`src/rtl/pong_pkg.sv`:
```
// Game-object defaults shared between ball_controller and draw_ball.
package pong_pkg;

    localparam int          BALL_SIZE  = 16;
    localparam logic [11:0] BALL_COLOR = 12'hFFF;

endpackage

```
`src/rtl/vga_pkg.sv`:
```
// 1024x768@60 VGA timing constants shared by the video pipeline stages.
package vga_pkg;

    localparam int H_ACTIVE     = 1024;
    localparam int H_SYNC_START = 1048;
    localparam int H_SYNC_END   = 1184;
    localparam int H_TOTAL      = 1344;

    localparam int V_ACTIVE     = 768;
    localparam int V_SYNC_START = 771;
    localparam int V_SYNC_END   = 777;
    localparam int V_TOTAL      = 806;

endpackage

```
`src/rtl/delay.sv`:
```
// Generic synchronous-reset shift-register delay of WIDTH bits by CLK_DEL cycles (CLK_DEL >= 1).
module delay #(
    parameter int WIDTH   = 8,
    parameter int CLK_DEL = 1
) (
    input  logic             clk,
    input  logic             rst,
    input  logic [WIDTH-1:0] din,
    output logic [WIDTH-1:0] dout
);

    logic [WIDTH-1:0] pipe_r [CLK_DEL];

    // Shift chain; every tap clears on reset so the output reads zero.
    always_ff @(posedge clk) begin
        if (rst) begin
            for (int i = 0; i < CLK_DEL; i++) begin
                pipe_r[i] <= '0;
            end
        end else begin
            pipe_r[0] <= din;
            for (int i = 1; i < CLK_DEL; i++) begin
                pipe_r[i] <= pipe_r[i-1];
            end
        end
    end

    assign dout = pipe_r[CLK_DEL-1];

endmodule

```
`src/rtl/draw_ball.sv`:
```
// Overlays a filled round ball on the VGA pixel stream; position is latched once per frame
// at the start of vertical blanking, and all timing is delayed 2 cycles to match the colour path.
module draw_ball
    import vga_pkg::*;
    import pong_pkg::*;
#(
    parameter int          BALL_SIZE  = pong_pkg::BALL_SIZE,
    parameter logic [11:0] BALL_COLOR = pong_pkg::BALL_COLOR,
    parameter int          H_ACTIVE   = vga_pkg::H_ACTIVE,
    parameter int          V_ACTIVE   = vga_pkg::V_ACTIVE
) (
    input  logic        clk,
    input  logic        rst,
    input  logic [9:0]  x_ball,
    input  logic [9:0]  y_ball,
    input  logic [10:0] hcount_in,
    input  logic        hsync_in,
    input  logic        hblnk_in,
    input  logic [10:0] vcount_in,
    input  logic        vsync_in,
    input  logic        vblnk_in,
    input  logic [11:0] rgb_in,
    output logic [10:0] hcount_out,
    output logic        hsync_out,
    output logic        hblnk_out,
    output logic [10:0] vcount_out,
    output logic        vsync_out,
    output logic        vblnk_out,
    output logic [11:0] rgb_out
);

    localparam int                 TIMING_W = 26;
    localparam logic signed [11:0] SIZE_S   = 12'(BALL_SIZE);
    localparam logic signed [7:0]  SIZE_M1  = 8'(BALL_SIZE - 1);
    localparam logic [15:0]        RADIUS_SQ = 16'(BALL_SIZE * BALL_SIZE);

    logic [TIMING_W-1:0] timing_in_s;
    logic [TIMING_W-1:0] timing_out_s;

    logic [9:0]  x_lat_r;
    logic [9:0]  y_lat_r;
    logic        pos_valid_r;
    logic        capture_s;

    logic signed [11:0] dx_s;
    logic signed [11:0] dy_s;
    logic signed [7:0]  cx_s;
    logic signed [7:0]  cy_s;
    logic               in_box_s;

    logic signed [7:0]  cx_r;
    logic signed [7:0]  cy_r;
    logic               in_box_r;
    logic [11:0]        rgb_d1_r;

    logic signed [15:0] cx_w_s;
    logic signed [15:0] cy_w_s;
    logic [15:0]        dist_sq_s;
    logic               in_ball_s;

    assign timing_in_s = {hcount_in, hsync_in, hblnk_in, vcount_in, vsync_in, vblnk_in};

    delay #(
        .WIDTH   (TIMING_W),
        .CLK_DEL (2)
    ) u_timing_delay (
        .clk  (clk),
        .rst  (rst),
        .din  (timing_in_s),
        .dout (timing_out_s)
    );

    assign {hcount_out, hsync_out, hblnk_out, vcount_out, vsync_out, vblnk_out} = timing_out_s;

    assign capture_s = (vcount_in == 11'(V_ACTIVE)) && (hcount_in == 11'd0);

    // Per-frame position latch, taken on the first pixel slot of vertical blanking.
    always_ff @(posedge clk) begin
        if (rst) begin
            x_lat_r     <= 10'd0;
            y_lat_r     <= 10'd0;
            pos_valid_r <= 1'b0;
        end else if (capture_s) begin
            x_lat_r     <= x_ball;
            y_lat_r     <= y_ball;
            pos_valid_r <= 1'b1;
        end
    end

    // Stage-1 geometry: signed box offsets so pixels left/above the box never match.
    always_comb begin
        dx_s     = $signed({1'b0, hcount_in}) - $signed({2'b00, x_lat_r});
        dy_s     = $signed({1'b0, vcount_in}) - $signed({2'b00, y_lat_r});
        cx_s     = $signed({dx_s[6:0], 1'b0}) - SIZE_M1;
        cy_s     = $signed({dy_s[6:0], 1'b0}) - SIZE_M1;
        in_box_s = (dx_s >= 12'sd0) && (dx_s < SIZE_S) &&
                   (dy_s >= 12'sd0) && (dy_s < SIZE_S) &&
                   (hcount_in < 11'(H_ACTIVE)) && (vcount_in < 11'(V_ACTIVE)) &&
                   !hblnk_in && !vblnk_in && pos_valid_r;
    end

    // Stage-1 registers.
    always_ff @(posedge clk) begin
        if (rst) begin
            cx_r     <= 8'sd0;
            cy_r     <= 8'sd0;
            in_box_r <= 1'b0;
            rgb_d1_r <= 12'h000;
        end else begin
            cx_r     <= cx_s;
            cy_r     <= cy_s;
            in_box_r <= in_box_s;
            rgb_d1_r <= rgb_in;
        end
    end

    // Stage-2 circle test on doubled centred offsets: cx^2 + cy^2 <= size^2.
    always_comb begin
        cx_w_s    = 16'(cx_r);
        cy_w_s    = 16'(cy_r);
        dist_sq_s = $unsigned(cx_w_s * cx_w_s) + $unsigned(cy_w_s * cy_w_s);
        in_ball_s = in_box_r && (dist_sq_s <= RADIUS_SQ);
    end

    // Stage-2 colour mux.
    always_ff @(posedge clk) begin
        if (rst) begin
            rgb_out <= 12'h000;
        end else begin
            rgb_out <= in_ball_s ? BALL_COLOR : rgb_d1_r;
        end
    end

endmodule

```
`config.mk`:
```
export PLATFORM = sky130hd
export DESIGN_NAME = draw_ball
export DESIGN_NICKNAME = d
export VERILOG_FILES = /design/src/rtl/pong_pkg.sv /design/src/rtl/vga_pkg.sv /design/src/rtl/delay.sv /design/src/rtl/draw_ball.sv
export SDC_FILE = /design/constraint.sdc
export NUM_CORES = 1
export LEC_CHECK = 0
export CORE_MARGIN = 5
export CORE_UTILIZATION = 58
export CTS_CLUSTER_SIZE = 40
export DETAILED_ROUTE_END_ITERATION = 8
export PLACE_DENSITY = 0.81
export RECOVER_POWER = 25
export SETUP_SLACK_MARGIN = 0.3
export SLEW_MARGIN = 5
export SYNTH_ARGS = -nofsm -noshare
export SYNTH_HDL_FRONTEND = slang
export SYNTH_SLANG_ARGS = --single-unit
```
`constraint.sdc`:
```
create_clock -name clk -period 8 [get_ports clk]
set_clock_uncertainty 0.2 [all_clocks]
set_input_delay 1.2 -clock clk [delete_from_list [all_inputs] [get_ports clk]]
set_output_delay 1.2 -clock clk [all_outputs]
set_load 0.01 [all_outputs]
```
==> results.yml <==
cells_and_area:
  drive_gt1_share_pct: 5.143
  final_cells: 1261
  nFillCells: 1135
  design_area_sq_mm: 0.01063
  area_growth_pct: 17.25
  diodes: 0
  finalNetCount: 1284
  final_core_util_pct: 69.66
grt:
  grtUsageMet1_pct: 25.60
  grt_max_degree: 69
  use_met2_pct: 39.91
  grtUsageTotal_pct: 21.85
  overflow: 0
  grt_pass1_vias: 6864
  use_met3_pct: 4.955
  antenna_found_initial: 0
  grt_pass1_wl_microns: 31670
  busiest_layer: "met2"
synth:
  yosys.area.top_type: "fa_1"
  synth.area.top_cells: "fa_1 (25%), dfxtp_1 (25%), ha_1 (9.9%)"
  synth_edf_count: 0
  synth.top_cell.area_share_pct: 25.40
  syn_area_sq_mm: 0.009065
  async_flop_share_pct: 0
  synth_flop_cell: "dfxtp_1"
  yosys_warnings: 0
  synth_cell_type_count: 62
  synthCells: 966
  synth_nets: 1213
  yosys_register_bits: 113
  postSynthAreaPerCell_sq_um: 9.384
  yosysSeqAreaShare_pct: 24.96
routing:
  drc: 0
  via_per_inst: 5.085
  drt-initial-drc-count: 292
  dr.pass1.iters: 5
  routedWlPerCell_microns: 14.59
  wirelength_microns: 18400
  antenna_left: 0
  vias: 6412
sta:
  worstMarginPinSlew_ns: 2.945
  final_max_slew_viol_count: 116
  grt_setup_unrepaired: "false"
  finalHoldViolations: 0
  final.setup.tns_ns: 0
  fmax_ghz: 0.1544
  final-setup-viol-count: 0
  finalCritPeriodShare_pct: 80.94
  period_minus_slack_ns: 6.475
  slew_headroom_pct: -96.35
setup_path:
  path_cells: "nand2_1 > inv_1 > fa_1 > fa_1 > fa_1 > fa_1 > fa_1 > inv_1 > fa_1 > inv_1 > ha_1 > o21a_1 > o21ai_0 > a31oi_1 > mux2i_1 > nand4_1 > or4_4 > o21ai_0"
  cp_max_fo: 16
  reg2regPathDepth: 18
  r2r_start: "cx_r[0]$_SDFF_PP0_"
  crit_slowest_cell: "dfxtp_1"
  crit_buf_inv: 3
  critPathArrivalTime_ns: 6.59
  cp-start-kind: "register"
  reg2reg_slack_ns: 1.52
  cp_top_family: "adder cells"
  slowest_delay_ns: 0.65
  worst-path-stages: 18
  endpoint_kind: "register"
  cp_common_cell: "fa_1"
  timing.rr.end: "rgb_out[0]$_SDFF_PP0_"
  required_ns: 8.12
  critPathKind: "register to register"
power:
  leakagePower_uw: 0.004728
  cellPowerDensity_mw_per_mm2: 289.2
  swShare_pct: 42.24
  power_frac_clock_pct: 24.2
  seqPwrFrac_pct: 20.0
  netSwitchingPower_uw: 1298
  vdd_ir_drop_max_uv: 234.7
  combinationalPowerShare_pct: 55.9
  p_int_uw: 1775
  design_power_total_uw: 3074
floorplanning:
  fp.dieW_microns: 135.0
  rows: 45
  core_sq_mm: 0.01526
  io_pins: 98
  die_h_microns: 135.0
  die-area_sq_mm: 0.01823
  initial_core_util_pct: 59.41
clock_tree:
  clkLatencyLatePin_ns: 0.42
  cts_buffers: 17
  h-tree-depth: 4
  cts_setup_buffers: 0
  post_cts_resize_count: 0
  cts_sinks: 113
  cts-root-buf: "clkbuf_16"
  cts_hold_buf: 0
  clk_pin_slew_ns: 0.06
  clockBufferDepth: 2
  tritoncts: "built"
min_path:
  holdCritPathClass: "register to register"
  min_from: "u_timing_delay.pipe_r[0][12]$_SDFF_PP0_"
  min_to: "u_timing_delay.pipe_r[0][38]$_SDFF_PP0_"
  hold_depth: 1
status:
  status: "complete, but fails checks"
  violations: "capacitance limit, slew limit"
placed_design:
  numPortBuffers: 97
  gp_congestion: 0.8686
  dpl.cell_count: 1229
  post-dp-hpwl_microns: 14630
  dpl_cell_area_sq_mm: 0.01005
run:
  drv_cap: 2
-- state kept, by name, indices dropped and copies added, names as in the netlist --
signal and count:
y_lat_r 10, pos_valid_r 1, x_lat_r 10, in_box_r 1
cx_r 8, rgb_out 12, u_timing_delay.pipe_r 52, cy_r 7
rgb_d1_r 12
-- power by group through the flow --
stage	sequential (uW)	combinational, uW	clock (uW)
final	613	1720	743
after global routing	617	2000	779
after CTS	613	1720	755
after detailed placement	625	1700	0
after global placement	624	1640	0
after floorplan	612	1340	0
-- worst register-to-register path, cell delays in order (launching register included) --
cell     delay, ns
dfxtp_1       0.65
nand2_1       0.24
inv_1         0.35
fa_1          0.48
fa_1          0.53
fa_1          0.45
fa_1          0.52
fa_1          0.54
inv_1         0.05
fa_1          0.52
inv_1         0.04
ha_1          0.33
o21a_1        0.19
o21ai_0       0.24
a31oi_1       0.10
mux2i_1       0.17
nand4_1       0.09
or4_4         0.55
o21ai_0       0.12
-- how the worst max path moves through the flow --
| stage | start | endpoint | slack, ns |
|---|---|---|---|
| floorplan | cy_r[7]$_SDFF_PP0_ | rgb_out[1]$_SDFF_PP0_ | 1.95 |
| global placement | cx_r[0]$_SDFF_PP0_ | rgb_out[11]$_SDFF_PP0_ | 1.69 |
| detailed placement | cx_r[0]$_SDFF_PP0_ | rgb_out[0]$_SDFF_PP0_ | 1.58 |
| CTS | cx_r[0]$_SDFF_PP0_ | rgb_out[0]$_SDFF_PP0_ | 1.53 |
| global route | cy_r[7]$_SDFF_PP0_ | rgb_out[0]$_SDFF_PP0_ | 1.11 |
| finish | cx_r[0]$_SDFF_PP0_ | rgb_out[0]$_SDFF_PP0_ | 1.52 |
-- cells in the mapped netlist (3+ instances only) --
master and instances:
a21o_1 5, a21oi_1 20, a31o_2 3, a31oi_1 7, and2_1 21, buf_1 4, buf_4 22, clkbuf_1 18
dfxtp_1 113, fa_1 115, ha_1 72, inv_1 211, mux2i_1 22, nand2_1 46, nand2b_1 8, nand3_1 3
nor2_1 65, nor2b_1 76, nor3_1 11, nor4_1 6, nor4b_1 3, o2111ai_1 3, o211ai_1 3, o21a_1 7
o21ai_0 16, o21ai_2 10, xnor2_1 25, xor2_1 9
-- cell usage in the layout (no fill, tap or decap), types with 17 or more instances in the layout --
cell	n
mux2i_1	22
and2_1	21
nor2_1	65
nor2b_1	76
a21oi_1	20
dfxtp_1	113
xnor2_1	25
fa_1	115
clkdlybuf4s50_1	96
clkbuf_16	17
nand2_1	46
ha_1	72
inv_1	211
-- cell type report --
class                      instances  area (sq um)  area share (%)
clock buffer                      17         425.4           4.002
clock inverter                    15         162.7           1.530
inverter                         211         792.0           7.451
multi-input combinational        595          5747           54.07
sequential                       113          2262           21.28
tap                              211         264.0           2.484
timing repair buffer              99         975.9           9.182
-- stage by stage --
stage / hold slack (ns) / worst slack [ns]
2_1_floorplan: 0.2138 / 1.954
4_1_cts: 0.2335 / 1.534
6_report: 0.2301 / 1.525
3_5_place_dp: 0.2237 / 1.581
5_1_grt: 0.2429 / 1.111
3_3_place_gp: 0.2162 / 1.685
-- routing by layer --
layer	vias up	share of wire, %
met5	-	0
met4	0	2.1
met3	32	3.7
met2	130	53
met1	3129	41
li1	3121	-
-- cell families after synthesis --
| logic type | Yosys count | synth area share (%) |
|---|---|---|
| AO/OA/AOI/OAI | 102 | 8.047 |
| XOR/XNOR | 34 | 3.285 |
| adder cells (fa/ha/maj) | 187 | 35.33 |
| buffers and inverters | 258 | 11.70 |
| flip-flops | 113 | 24.96 |
| multiplexers | 23 | 2.553 |
| AND/OR/NAND/NOR | 249 | 14.12 |
Power figures use the tool's default switching activity.
